**src/rtl/ysyx_23060236_mdu_ctrl_if.sv**
```systemverilog
// Handshake/data bundle between the MDU sequencer, the EXU-side producer and consumer,
// and the external multiplier/divider units.
interface ysyx_23060236_mdu_ctrl_if #(
    parameter int unsigned XLEN = 32
);
    // EXU issue side
    logic            in_valid;
    logic            in_ready;
    logic [2:0]      funct3;
    logic [XLEN-1:0] src1;
    logic [XLEN-1:0] src2;
    logic [4:0]      rd;
    logic            flush;

    // multiplier
    logic            mul_valid;
    logic            mul_ready;
    logic [1:0]      mul_signed;
    logic [XLEN-1:0] mul_a;
    logic [XLEN-1:0] mul_b;
    logic            mul_outvalid;
    logic [XLEN-1:0] mul_lo;
    logic [XLEN-1:0] mul_hi;

    // divider
    logic            div_valid;
    logic            div_ready;
    logic            div_signed;
    logic [XLEN-1:0] div_a;
    logic [XLEN-1:0] div_b;
    logic            div_outvalid;
    logic [XLEN-1:0] div_quot;
    logic [XLEN-1:0] div_rem;

    // result side
    logic            out_valid;
    logic            out_ready;
    logic [XLEN-1:0] out_val;
    logic [4:0]      out_rd;
    logic            busy;

    modport master (
        output in_valid, funct3, src1, src2, rd, flush,
        output mul_ready, mul_outvalid, mul_lo, mul_hi,
        output div_ready, div_outvalid, div_quot, div_rem,
        output out_ready,
        input  in_ready, mul_valid, mul_signed, mul_a, mul_b,
        input  div_valid, div_signed, div_a, div_b,
        input  out_valid, out_val, out_rd, busy
    );

    modport slave (
        input  in_valid, funct3, src1, src2, rd, flush,
        input  mul_ready, mul_outvalid, mul_lo, mul_hi,
        input  div_ready, div_outvalid, div_quot, div_rem,
        input  out_ready,
        output in_ready, mul_valid, mul_signed, mul_a, mul_b,
        output div_valid, div_signed, div_a, div_b,
        output out_valid, out_val, out_rd, busy
    );
endinterface

```
**src/rtl/ysyx_23060236_mdu_ctrl.sv**
```systemverilog
// RV32M sequencer: dispatches one op at a time to the external multiplier or divider,
// resolves div-by-zero and signed overflow locally, and holds the result for the consumer.
module ysyx_23060236_mdu_ctrl #(
    parameter int unsigned XLEN = 32
) (
    input logic                     clock,
    input logic                     reset,
    ysyx_23060236_mdu_ctrl_if.slave bus
);
    typedef enum logic [2:0] {
        IDLE,
        MUL_REQ,
        MUL_WAIT,
        DIV_REQ,
        DIV_WAIT,
        DONE,
        DRAIN
    } state_t;

    localparam logic [XLEN-1:0] INT_MIN = {1'b1, {(XLEN-1){1'b0}}};
    localparam logic [XLEN-1:0] ALL_ONE = {XLEN{1'b1}};

    state_t          state;
    state_t          state_nxt;

    logic [2:0]      op_f3;
    logic [4:0]      op_rd;
    logic [1:0]      mul_signed_q;
    logic [XLEN-1:0] mul_a_q;
    logic [XLEN-1:0] mul_b_q;
    logic            div_signed_q;
    logic [XLEN-1:0] div_a_q;
    logic [XLEN-1:0] div_b_q;
    logic [XLEN-1:0] out_val_q;
    logic [4:0]      out_rd_q;

    logic            in_ready;
    logic            accept;
    logic            is_div_in;
    logic            div_zero;
    logic            div_ovf;
    logic            div_special;
    logic [XLEN-1:0] special_res;
    logic [1:0]      mul_signed_in;
    logic            load_res;
    logic [XLEN-1:0] res_nxt;
    logic            drain_done;

    assign in_ready  = (state == IDLE) && !bus.flush && !reset;
    assign accept    = bus.in_valid && in_ready;
    assign is_div_in = bus.funct3[2];

    // Div-by-zero and INT_MIN/-1 never reach the divider; their results are fixed by the ISA.
    assign div_zero    = (bus.src2 == '0);
    assign div_ovf     = !bus.funct3[0] && (bus.src1 == INT_MIN) && (bus.src2 == ALL_ONE);
    assign div_special = is_div_in && (div_zero || div_ovf);
    assign special_res = div_zero ? (bus.funct3[1] ? bus.src1 : ALL_ONE)
                                  : (bus.funct3[1] ? '0 : INT_MIN);

    // MUL/MULH: ss, MULHSU: su, MULHU: uu
    assign mul_signed_in = {~(bus.funct3[1] & bus.funct3[0]), ~bus.funct3[1]};

    assign drain_done = op_f3[2] ? bus.div_outvalid : bus.mul_outvalid;

    always_ff @(posedge clock) begin
        if (reset) begin
            state <= IDLE;
        end else begin
            state <= state_nxt;
        end
    end

    always_comb begin
        state_nxt = state;
        load_res  = 1'b0;
        res_nxt   = '0;
        case (state)
            IDLE: begin
                if (accept) begin
                    if (!is_div_in) begin
                        state_nxt = MUL_REQ;
                    end else if (div_special) begin
                        state_nxt = DONE;
                        load_res  = 1'b1;
                        res_nxt   = special_res;
                    end else begin
                        state_nxt = DIV_REQ;
                    end
                end
            end
            MUL_REQ: begin
                if (bus.flush) begin
                    state_nxt = bus.mul_ready ? DRAIN : IDLE;
                end else if (bus.mul_ready) begin
                    state_nxt = MUL_WAIT;
                end
            end
            MUL_WAIT: begin
                // A result arriving together with flush is already consumed, so no drain is needed.
                if (bus.flush) begin
                    state_nxt = bus.mul_outvalid ? IDLE : DRAIN;
                end else if (bus.mul_outvalid) begin
                    state_nxt = DONE;
                    load_res  = 1'b1;
                    res_nxt   = (op_f3[1:0] == 2'b00) ? bus.mul_lo : bus.mul_hi;
                end
            end
            DIV_REQ: begin
                if (bus.flush) begin
                    state_nxt = bus.div_ready ? DRAIN : IDLE;
                end else if (bus.div_ready) begin
                    state_nxt = DIV_WAIT;
                end
            end
            DIV_WAIT: begin
                if (bus.flush) begin
                    state_nxt = bus.div_outvalid ? IDLE : DRAIN;
                end else if (bus.div_outvalid) begin
                    state_nxt = DONE;
                    load_res  = 1'b1;
                    res_nxt   = op_f3[1] ? bus.div_rem : bus.div_quot;
                end
            end
            DONE: begin
                if (bus.flush || bus.out_ready) begin
                    state_nxt = IDLE;
                end
            end
            DRAIN: begin
                if (drain_done) begin
                    state_nxt = IDLE;
                end
            end
            default: state_nxt = IDLE;
        endcase
    end

    always_ff @(posedge clock) begin
        if (reset) begin
            op_f3        <= '0;
            op_rd        <= '0;
            mul_signed_q <= '0;
            mul_a_q      <= '0;
            mul_b_q      <= '0;
            div_signed_q <= 1'b0;
            div_a_q      <= '0;
            div_b_q      <= '0;
            out_val_q    <= '0;
            out_rd_q     <= '0;
        end else begin
            if (accept) begin
                op_f3 <= bus.funct3;
                op_rd <= bus.rd;
                if (!is_div_in) begin
                    mul_signed_q <= mul_signed_in;
                    mul_a_q      <= bus.src1;
                    mul_b_q      <= bus.src2;
                end else if (!div_special) begin
                    div_signed_q <= ~bus.funct3[0];
                    div_a_q      <= bus.src1;
                    div_b_q      <= bus.src2;
                end
            end
            if (load_res) begin
                out_val_q <= res_nxt;
                out_rd_q  <= accept ? bus.rd : op_rd;
            end
        end
    end

    assign bus.in_ready   = in_ready;
    assign bus.mul_valid  = (state == MUL_REQ);
    assign bus.mul_signed = mul_signed_q;
    assign bus.mul_a      = mul_a_q;
    assign bus.mul_b      = mul_b_q;
    assign bus.div_valid  = (state == DIV_REQ);
    assign bus.div_signed = div_signed_q;
    assign bus.div_a      = div_a_q;
    assign bus.div_b      = div_b_q;
    assign bus.out_valid  = (state == DONE);
    assign bus.out_val    = out_val_q;
    assign bus.out_rd     = out_rd_q;
    assign bus.busy       = (state != IDLE);
endmodule

```
**src/flat_wrapper.sv**
```systemverilog
// flat-port wrapper written by rule: the top's interface ports become plain ports
module ysyx_23060236_mdu_ctrl_flat 
#(
    parameter int unsigned XLEN = 32
)
  (clock, reset, bus_in_valid, bus_funct3, bus_src1, bus_src2, bus_rd, bus_flush, bus_mul_ready, bus_mul_outvalid, bus_mul_lo, bus_mul_hi, bus_div_ready, bus_div_outvalid, bus_div_quot, bus_div_rem, bus_out_ready, bus_in_ready, bus_mul_valid, bus_mul_signed, bus_mul_a, bus_mul_b, bus_div_valid, bus_div_signed, bus_div_a, bus_div_b, bus_out_valid, bus_out_val, bus_out_rd, bus_busy);
  ysyx_23060236_mdu_ctrl_if #(.XLEN(XLEN)) bus_i ();
  input logic clock;
  input logic reset;
  input wire logic [$bits(bus_i.in_valid)-1:0] bus_in_valid;
  input wire logic [$bits(bus_i.funct3)-1:0] bus_funct3;
  input wire logic [$bits(bus_i.src1)-1:0] bus_src1;
  input wire logic [$bits(bus_i.src2)-1:0] bus_src2;
  input wire logic [$bits(bus_i.rd)-1:0] bus_rd;
  input wire logic [$bits(bus_i.flush)-1:0] bus_flush;
  input wire logic [$bits(bus_i.mul_ready)-1:0] bus_mul_ready;
  input wire logic [$bits(bus_i.mul_outvalid)-1:0] bus_mul_outvalid;
  input wire logic [$bits(bus_i.mul_lo)-1:0] bus_mul_lo;
  input wire logic [$bits(bus_i.mul_hi)-1:0] bus_mul_hi;
  input wire logic [$bits(bus_i.div_ready)-1:0] bus_div_ready;
  input wire logic [$bits(bus_i.div_outvalid)-1:0] bus_div_outvalid;
  input wire logic [$bits(bus_i.div_quot)-1:0] bus_div_quot;
  input wire logic [$bits(bus_i.div_rem)-1:0] bus_div_rem;
  input wire logic [$bits(bus_i.out_ready)-1:0] bus_out_ready;
  output wire logic [$bits(bus_i.in_ready)-1:0] bus_in_ready;
  output wire logic [$bits(bus_i.mul_valid)-1:0] bus_mul_valid;
  output wire logic [$bits(bus_i.mul_signed)-1:0] bus_mul_signed;
  output wire logic [$bits(bus_i.mul_a)-1:0] bus_mul_a;
  output wire logic [$bits(bus_i.mul_b)-1:0] bus_mul_b;
  output wire logic [$bits(bus_i.div_valid)-1:0] bus_div_valid;
  output wire logic [$bits(bus_i.div_signed)-1:0] bus_div_signed;
  output wire logic [$bits(bus_i.div_a)-1:0] bus_div_a;
  output wire logic [$bits(bus_i.div_b)-1:0] bus_div_b;
  output wire logic [$bits(bus_i.out_valid)-1:0] bus_out_valid;
  output wire logic [$bits(bus_i.out_val)-1:0] bus_out_val;
  output wire logic [$bits(bus_i.out_rd)-1:0] bus_out_rd;
  output wire logic [$bits(bus_i.busy)-1:0] bus_busy;
  assign bus_i.in_valid = bus_in_valid;
  assign bus_i.funct3 = bus_funct3;
  assign bus_i.src1 = bus_src1;
  assign bus_i.src2 = bus_src2;
  assign bus_i.rd = bus_rd;
  assign bus_i.flush = bus_flush;
  assign bus_i.mul_ready = bus_mul_ready;
  assign bus_i.mul_outvalid = bus_mul_outvalid;
  assign bus_i.mul_lo = bus_mul_lo;
  assign bus_i.mul_hi = bus_mul_hi;
  assign bus_i.div_ready = bus_div_ready;
  assign bus_i.div_outvalid = bus_div_outvalid;
  assign bus_i.div_quot = bus_div_quot;
  assign bus_i.div_rem = bus_div_rem;
  assign bus_i.out_ready = bus_out_ready;
  assign bus_in_ready = bus_i.in_ready;
  assign bus_mul_valid = bus_i.mul_valid;
  assign bus_mul_signed = bus_i.mul_signed;
  assign bus_mul_a = bus_i.mul_a;
  assign bus_mul_b = bus_i.mul_b;
  assign bus_div_valid = bus_i.div_valid;
  assign bus_div_signed = bus_i.div_signed;
  assign bus_div_a = bus_i.div_a;
  assign bus_div_b = bus_i.div_b;
  assign bus_out_valid = bus_i.out_valid;
  assign bus_out_val = bus_i.out_val;
  assign bus_out_rd = bus_i.out_rd;
  assign bus_busy = bus_i.busy;
  ysyx_23060236_mdu_ctrl #(.XLEN(XLEN)) u_core (.clock(clock), .reset(reset), .bus(bus_i));
endmodule
```
**config.mk**
```make
export PLATFORM = sky130hd
export DESIGN_NAME = ysyx_23060236_mdu_ctrl_flat
export DESIGN_NICKNAME = d
export VERILOG_FILES = /design/src/rtl/ysyx_23060236_mdu_ctrl_if.sv /design/src/rtl/ysyx_23060236_mdu_ctrl.sv /design/src/flat_wrapper.sv
export SDC_FILE = /design/constraint.sdc
export NUM_CORES = 1
export LEC_CHECK = 0
export CAP_MARGIN = 40
export CORE_MARGIN = 1
export CORE_UTILIZATION = 25
export CTS_CLUSTER_DIAMETER = 50
export DETAILED_ROUTE_END_ITERATION = 7
export PLACE_DENSITY = 0.58
export SLEW_MARGIN = 20
export SYNTH_ARGS = -nofsm -noshare
export SYNTH_HDL_FRONTEND = slang
export SYNTH_SLANG_ARGS = --single-unit
```
**constraint.sdc**
```tcl
create_clock -name clock -period 2.8 [get_ports clock]
set_clock_uncertainty 0.2 [all_clocks]
set_input_delay 0.42 -clock clock [delete_from_list [all_inputs] [get_ports clock]]
set_output_delay 0.42 -clock clock [all_outputs]
set_load 0.02 [all_outputs]
```
## Word level (Yosys, flattened, before mapping)

Index checks and enable logic that the tools add are counted.

| word-level totals | value |
|---|---|
| flip-flop bits (word level) | 179 |
| input port bits | 209 |
| word-level logic and storage cells | 91 |

| cells by class | value |
|---|---|
| equal/unequal tests | 15 |
| mux-type cells | 41 |
| bitwise operators | 6 |
| reductions and logical operators | 18 |

Operators by type and width:

| cell | number |
|---|---|
| 32-bit two-way mux | 12 |
| 32-bit one-hot mux with 3 select lines | 1 |
| 32-bit == test, second input constant | 2 |
| 3-bit two-way mux | 17 |
| 32-bit logical NOT | 1 |
| 3-bit one-hot mux with 7 select lines | 1 |
| 3-bit != test, second input constant | 4 |
| 3-bit == test, second input constant | 3 |
| 1-bit two-way mux | 8 |
| 7-bit AND reduction | 1 |
| 3-bit by 2-bit == test with 1-bit output, second input constant | 2 |
| 1-bit logical AND | 6 |
| 2-bit by 1-bit != test with 1-bit output, second input constant | 3 |
| 5-bit two-way mux | 1 |
| 1-bit inverter | 5 |
| 3-bit by 1-bit == test with 1-bit output, second input constant | 1 |
| 1-bit logical NOT | 3 |
| 3-bit logical NOT | 1 |
| 1-bit one-hot mux with 3 select lines | 1 |
| 3-bit AND reduction | 1 |
| 3-bit nonzero test | 1 |
| 2-bit logical NOT | 1 |
| 1-bit logical OR | 2 |
| 2-bit AND reduction | 1 |
| 1-bit bitwise AND | 1 |

## Longest topological paths before layout

Gate-level depths: netlist of the first run.

| depth | value |
|---|---|
| word-level depth | 9 |
| mapped depth | 9 |

## Worst setup path before layout of the first run

Ideal clock, no wire load.

| timing | value |
|---|---|
| path kind | input to register |
| from | in bus_src1[25] |
| to | reg u_core.out_rd_q[0], in the netlist u_core.bus.out_rd[0] |
| setup time | 0.123 ns |
| arrival | 2.033 ns |
| setup slack | 0.443 ns |
| cell stages on the path | 7 |
| cell sequence | nor4b_1 nand4_1 or4_1 nor3_2 or3_1 buf_6 mux2_1 |

| on the way | value |
|---|---|
| longest elaborated chain between the ends | 9 |

Ends and longest elaborated chain:

| item | RTL line | text |
|---|---|---|
| from (decl) | flat_wrapper.sv:12 | `input wire logic [$bits(bus_i.src1)-1:0] bus_src1;` |
| 32-bit == test | ysyx_23060236_mdu_ctrl.sv:55 | `assign div_ovf = !bus.funct3[0] && (bus.src1 == INT_MIN) && (bus.src2 == ALL_ONE);` |
| 1-bit logical AND (2 in a row) | ysyx_23060236_mdu_ctrl.sv:55 |  |
| 1-bit logical OR | ysyx_23060236_mdu_ctrl.sv:56 | `assign div_special = is_div_in && (div_zero \|\| div_ovf);` |
| 1-bit logical AND | ysyx_23060236_mdu_ctrl.sv:56 |  |
| 1-bit two-way mux | ysyx_23060236_mdu_ctrl.sv:82 | `end else if (div_special) begin` |
| 1-bit two-way mux | ysyx_23060236_mdu_ctrl.sv:80 | `if (!is_div_in) begin` |
| 1-bit two-way mux | ysyx_23060236_mdu_ctrl.sv:79 | `if (accept) begin` |
| 1-bit one-hot mux with 3 select lines | ysyx_23060236_mdu_ctrl.sv:77 | `case (state)` |
| to (signal assigned) | ysyx_23060236_mdu_ctrl.sv:166 | `out_rd_q <= accept ? bus.rd : op_rd;` |
| to (decl) | ysyx_23060236_mdu_ctrl.sv:35 | `logic [4:0] out_rd_q;` |

Every way passes these cells.
A chain may end at the register's enable or synchronous reset.

## Worst setup path after layout of the first run

| timing | value |
|---|---|
| from | in bus_src2[28] |
| to | reg u_core.out_rd_q[2], in the netlist u_core.bus.out_rd[2] |

| on the way | value |
|---|---|
| longest elaborated chain between the ends | 8 |
| elaborated cells between the ends (all ways) | 9 |
| classes of those cells | eq/ne: 1; mux: 4; reduce/logical: 4 |

Ends and longest elaborated chain:

| item | RTL line | text |
|---|---|---|
| from (decl) | flat_wrapper.sv:13 | `input wire logic [$bits(bus_i.src2)-1:0] bus_src2;` |
| 32-bit == test | ysyx_23060236_mdu_ctrl.sv:55 |  |
| 1-bit logical AND | ysyx_23060236_mdu_ctrl.sv:55 |  |
| 1-bit logical OR (*) | ysyx_23060236_mdu_ctrl.sv:56 |  |
| 1-bit logical AND (*) | ysyx_23060236_mdu_ctrl.sv:56 |  |
| 1-bit two-way mux (*) | ysyx_23060236_mdu_ctrl.sv:82 |  |
| 1-bit two-way mux (*) | ysyx_23060236_mdu_ctrl.sv:80 |  |
| 1-bit two-way mux (*) | ysyx_23060236_mdu_ctrl.sv:79 |  |
| 1-bit one-hot mux with 3 select lines (*) | ysyx_23060236_mdu_ctrl.sv:77 |  |

Every way passes the cells marked *; elsewhere a longest branch is shown, timed or not.

==> metrics.csv, run 1 <==
metric,value,unit
synth_area,8200,um2
gp_congestion,0.816,
coreArea,31900,um2
drc,0,
numPortBuffers,381,
cts_root_buf,clkbuf_16,
placed_area,13200,um2
grt_start_max_net_pins,212,
clockBufferDepth,2,
hold_viol,0,
drtPass1Iterations,5,
grt_use_total,0.206,
ys_ff_latch,179,
multi_input_area,4350,um2
relSlewSlack,0.306,
ctsHoldBuffers,0,
place_ws,-0.572,ns
grt_pass1_vias,8236,
ys_seq_area_frac,0.437,
synthesis.nets,1157,
tightest_slew,1.04,ns
worst_slack,0.0792,ns
postLayoutCellArea,13900,um2
required,2.91,ns
fp.dieW,183,um
drtIter0Drc,468,
post-route-period-util,0.972,
area_growth,69.2,%
viasPerCell,4.60,
die_h,183,um
ir_drop,0.271,mV
p_total,6.28,mW
finalSetupViolCount,0,
final_cell_mix,"clkdlybuf4s50_1 (376), dfxtp_1 (178), mux2i_1 (135)",
io_pins,382,
p_leak,5.06,nW
gr-total-overflow,0,
wl,35.6,mm
start_kind,primary input,
cts_num_sinks,179,
avgSynthCellArea,8.65,um2
h-tree-depth,4,
numCtsBuffers,17,
p_per_area,453,nW/um2
outcome,finished clean,
mostFrequentLayoutCell,clkdlybuf4s50_1,
maxSlewViolCount,0,
clock_latency,0.43,ns
drv_cap,0,
rows,65,
cts_tree,yes,
yosysWarningCount,0,
cp_max_fo,11,
post-route-min-period,2.72,ns
nFillCells,3201,
post_drt_wl_per_cell,19.4,um
crit_arrival,2.83,ns
antenna_left,0,
dpl.hpwl,27.0,mm
die-area,33500,um2
endpoint_kind,flip-flop,
nNetsFinal,1595,
criticalPathCategory,primary input to flip-flop,
fmax,368,MHz
synth_cells,948,
post_route_cells_drive_above_1_share,0.117,
start_util,0.257,
seq_area,3580,um2
synth.distinct_cells,46,
grt_pass1_wl,52.1,mm
clk_pin_slew,0.07,ns
antenna_found_initial,2,
num_vias,8439,
min_path_type,flip-flop to flip-flop,
## kinds of logic after synthesis
| group | synth area share |
|---|---|
| AOI/OAI and AO/OA | 0.129 |
| buffers and inverters | 0.0427 |
| and+or+nand+nor | 0.216 |
| DFF | 0.437 |
| muxes | 0.176 |
## layer usage
metal | wire length [um] | vias to the layer above | global-route usage
met5 | 0 | - | 0
met4 | 380 | 0 | 0.0467
met3 | 2200 | 18 | 0.0488
met2 | 16800 | 262 | 0.335
met1 | 16200 | 3956 | 0.276
li1 | - | 4203 | -
## stage by stage
stage,TNS [ns],hold WS [ns],std cells,utilization
after floorplan,0,0.250,948,-
after global placement,-51.39,0.241,1801,0.414
after CTS,0,0.258,1833,0.434
final,0,0.255,1836,0.435
after global routing,-0.00504,0.268,1834,0.435
after detailed placement,-51.47,0.247,1801,0.414
## synth_stat cells (all sizes together)
library cell / count / area (um2)
o31ai: 1 / 7.51
or3: 1 / 6.26
o311a: 1 / 10.0
nor4bb: 1 / 10.0
a21oi: 103 / 515
clkbuf: 51 / 191
and4: 4 / 35.0
and3: 1 / 6.26
nor3: 9 / 55.1
nor4b: 5 / 58.8
a32o: 1 / 10.0
mux2: 8 / 90.1
and4b: 1 / 10.0
a211o: 2 / 17.5
a22o: 1 / 8.76
dfxtp: 179 / 3580
nand2b: 65 / 407
nand3: 7 / 40.0
nor4: 17 / 106
or2: 2 / 12.5
a31oi: 2 / 12.5
o21bai: 2 / 15.0
and2: 1 / 6.26
inv: 3 / 11.3
nor2b: 12 / 75.1
nor3b: 2 / 15.0
o22ai: 63 / 394
nor2: 89 / 334
nand2: 134 / 503
a311oi: 1 / 8.76
mux2i: 135 / 1350
nand4: 11 / 68.8
o32ai: 1 / 8.76
buf: 22 / 148
a211oi: 3 / 27.5
or3b: 1 / 8.76
o21ai: 4 / 20.0
or4: 2 / 15.0
## worst paths after layout
check	start	to	slack, ns	depth (start not counted)
setup / recovery	bus_src2[28]	u_core.bus.out_rd[2]	0.08	8
hold / removal	u_core.bus.mul_a[4]	u_core.bus.mul_a[4]	0.25	2
setup reg to reg	u_core.state[2]	u_core.bus.div_b[14]	0.36	7
hold reg to reg	u_core.bus.mul_a[4]	u_core.bus.mul_a[4]	0.25	2
## worst max-delay path: stages
cell             delay [ns]
clkdlybuf4s50_1        0.50
and4_1                 0.20
nand3_1                0.22
or4_4                  0.64
nor3_4                 0.23
or3_4                  0.17
buf_12                 0.13
mux2_1                 0.32
## cell type report
cell class | instances | area share
Clock inverter | 14 | 0.0136
Timing Repair Buffer | 492 | 0.343
Clock buffer | 18 | 0.0309
Tap cell | 435 | 0.0392
Sequential cell | 179 | 0.258
Multi-Input combinational cell | 693 | 0.313
Antenna cell | 2 | 0.000361
Inverter | 3 | 0.000811
## report_power, final
group / switching (mW) / internal [mW]
sequential: 0.0332 / 2.60
combinational: 0.521 / 0.614
clock: 1.22 / 1.30
total: 1.77 / 4.51
## state kept, by name (all words and copies together) (netlist names)
| name | count |
|---|---|
| u_core.bus.div_a | 32 |
| u_core.bus.div_b | 32 |
| u_core.bus.div_signed | 1 |
| u_core.bus.mul_a | 32 |
| u_core.bus.mul_b | 32 |
| u_core.bus.mul_signed | 2 |
| u_core.bus.out_rd | 5 |
| u_core.bus.out_val | 32 |
| u_core.op_f3 | 3 |
| u_core.op_rd | 5 |
| u_core.state | 3 |
## repair_timing
item                       CTS  global route
pin swaps                    0             2
setup endpoints to repair   91            37
buffers inserted             0             1
resized for setup            6             6
Note: power is estimated with default switching activity, not from simulation.
==> run 2, diff against run 1 <==
CORE_UTILIZATION = 39   (was 25)
PLACE_DENSITY = 0.82   (was 0.58)
==> run 2 against run 1 <==
Against the previous run:
- via count grew 4.5%
- worst setup slack gained 0.0052 ns
- sequential power is essentially flat
- first-iteration DRC count grew 48%
- wire length shrank 6.8%
- total power shrank 1.0%
==> metrics.csv, run 2 (synthesis gave the netlist of run 1 again) <==
metric,value,unit
io_pins,382,
cts_setup_buffers,0,
die_h,147,um
grt_pass1_wl,49.2,mm
grt_setup_unrepaired,no,
cp_max_fo,7,
cts_root_buf,clkbuf_16,
start_util,0.402,
gr-total-overflow,0,
relSlewSlack,0.320,
clk_pin_slew,0.07,ns
h-tree-depth,4,
crit_arrival,2.83,ns
drv_cap,0,
cts_tree,yes,
post_drt_wl_per_cell,19.8,um
drc,0,
final_util,0.668,
post-route-period-util,0.970,
dpl.hpwl,25.2,mm
slowest_delay,0.58,ns
wl,33.2,mm
post-route-min-period,2.72,ns
dr_wl_met3,2.92,mm
worst-path-buf-inv,2,
required,2.91,ns
post_route_cells_drive_above_1_share,0.117,
outcome,finished clean,
antenna_found_initial,1,
place_inst,1638,
mostFrequentLayoutCell,clkdlybuf4s50_1,
p_per_area,456,nW/um2
coreArea,20400,um2
fmax,368,MHz
hold_viol,0,
tightest_slew,1.02,ns
clock_latency,0.43,ns
die-area,21600,um2
nNetsFinal,1596,
drtPass1Iterations,8,
criticalPathCategory,primary input to flip-flop,
fp.dieW,147,um
maxSlewViolCount,0,
layout.cells.non_filler,1671,
clockBufferDepth,2,
start_kind,primary input,
final_cell_mix,"clkdlybuf4s50_1 (379), dfxtp_1 (177), mux2i_1 (135)",
grt_pass1_vias,8560,
grt_use_total,0.298,
cp_cell_sequence,"clkdlybuf4s50_1, nor4b_2, nand4_1, or4_1, nor3_2, or3_4, buf_12, mux2_1",
worst_path_dominant_cell_family,simple AND/OR/NAND/NOR gates,
wl_met2,15.6,mm
m1WireLength,13.7,mm
drtIter0Drc,693,
grt_start_max_net_pins,212,
rows,52,
num_vias,8822,
gp_congestion,0.909,
numPortBuffers,381,
cts_num_sinks,179,
slowest_stage,or4_1,
endpoint_kind,flip-flop,
p_total,6.22,mW
ir_drop,0.403,mV
rrSetupSlack,0.40,ns
nFillCells,1667,
viasPerCell,5.28,
numCtsBuffers,17,
area_growth,66.3,%
min_path_type,primary input to flip-flop,
antenna_left,0,
finalSetupViolCount,0,
top_layer,met4,
p_leak,5.03,nW
## run 2: area by class of cell
type,instances,area [um2],share of cell area
antenna,1,2.50,0.000183
timing repair buffer,493,4770,0.349
tap,270,338,0.0248
inverter,3,11.3,0.000825
clock buffer,18,439,0.0322
multi-input combinational,693,4330,0.317
sequential,179,3590,0.263
clock inverter,14,175,0.0128
## run 2: path summary, 6_finish.rpt
path | start | endpoint | cells after the start
worst max-delay path | bus_src1[25] | u_core.bus.out_rd[3] | 8
worst min-delay path | reset | u_core.op_f3[2] | 4
worst max register to register | u_core.state[1] | u_core.bus.div_a[28] | 6
worst min register to register | u_core.bus.mul_a[8] | u_core.bus.mul_a[8] | 2
## run 2: routing by layer
metal,up-vias,GRT usage
li1,4200,-
met1,4179,0.372
met2,393,0.486
met3,50,0.0789
met4,0,0.121
met5,-,0
## run 2: what timing repair did
| action | 4_1_cts | 5_1_grt |
|---|---|---|
| gates cloned | 0 | 0 |
| resized for setup | 3 | 4 |
| hold buffers | 0 | 0 |
| setup endpoints to repair | 30 | 31 |
## run 2: through the flow
step	worst slack, ns	hold slack [ns]	TNS (ns)	instance area (um2)
6_report	0.0844	0.237	0	13600
5_1_grt	0.0157	0.243	0	13600
4_1_cts	0.0428	0.228	0	13600
3_5_place_dp	-0.515	0.248	-32.47	13000
3_3_place_gp	-0.433	0.241	-28.71	13000
2_1_floorplan	0.443	0.250	0	8200
## run 2: tightest hold or removal path, delay by kind of cell
kind                   cells  cell delay (ns)
AOI/OAI and AO/OA          1             0.08
and+or+nand+nor            2             0.21
buffers and inverters      1             0.10
## run 2: power by group
group          total (mW)  switching [mW]  internal, mW
registers            2.64          0.0363          2.60
clock network        2.45            1.20          1.24
logic                1.13           0.517         0.613
total                6.22            1.76          4.46
==> run 3, diff against run 2 <==
ABC_CLOCK_PERIOD_IN_PS = 2800   (was unset)
==> results of run 3 <==
No change in the layout: final DEF, timing and power equal those of run 2.
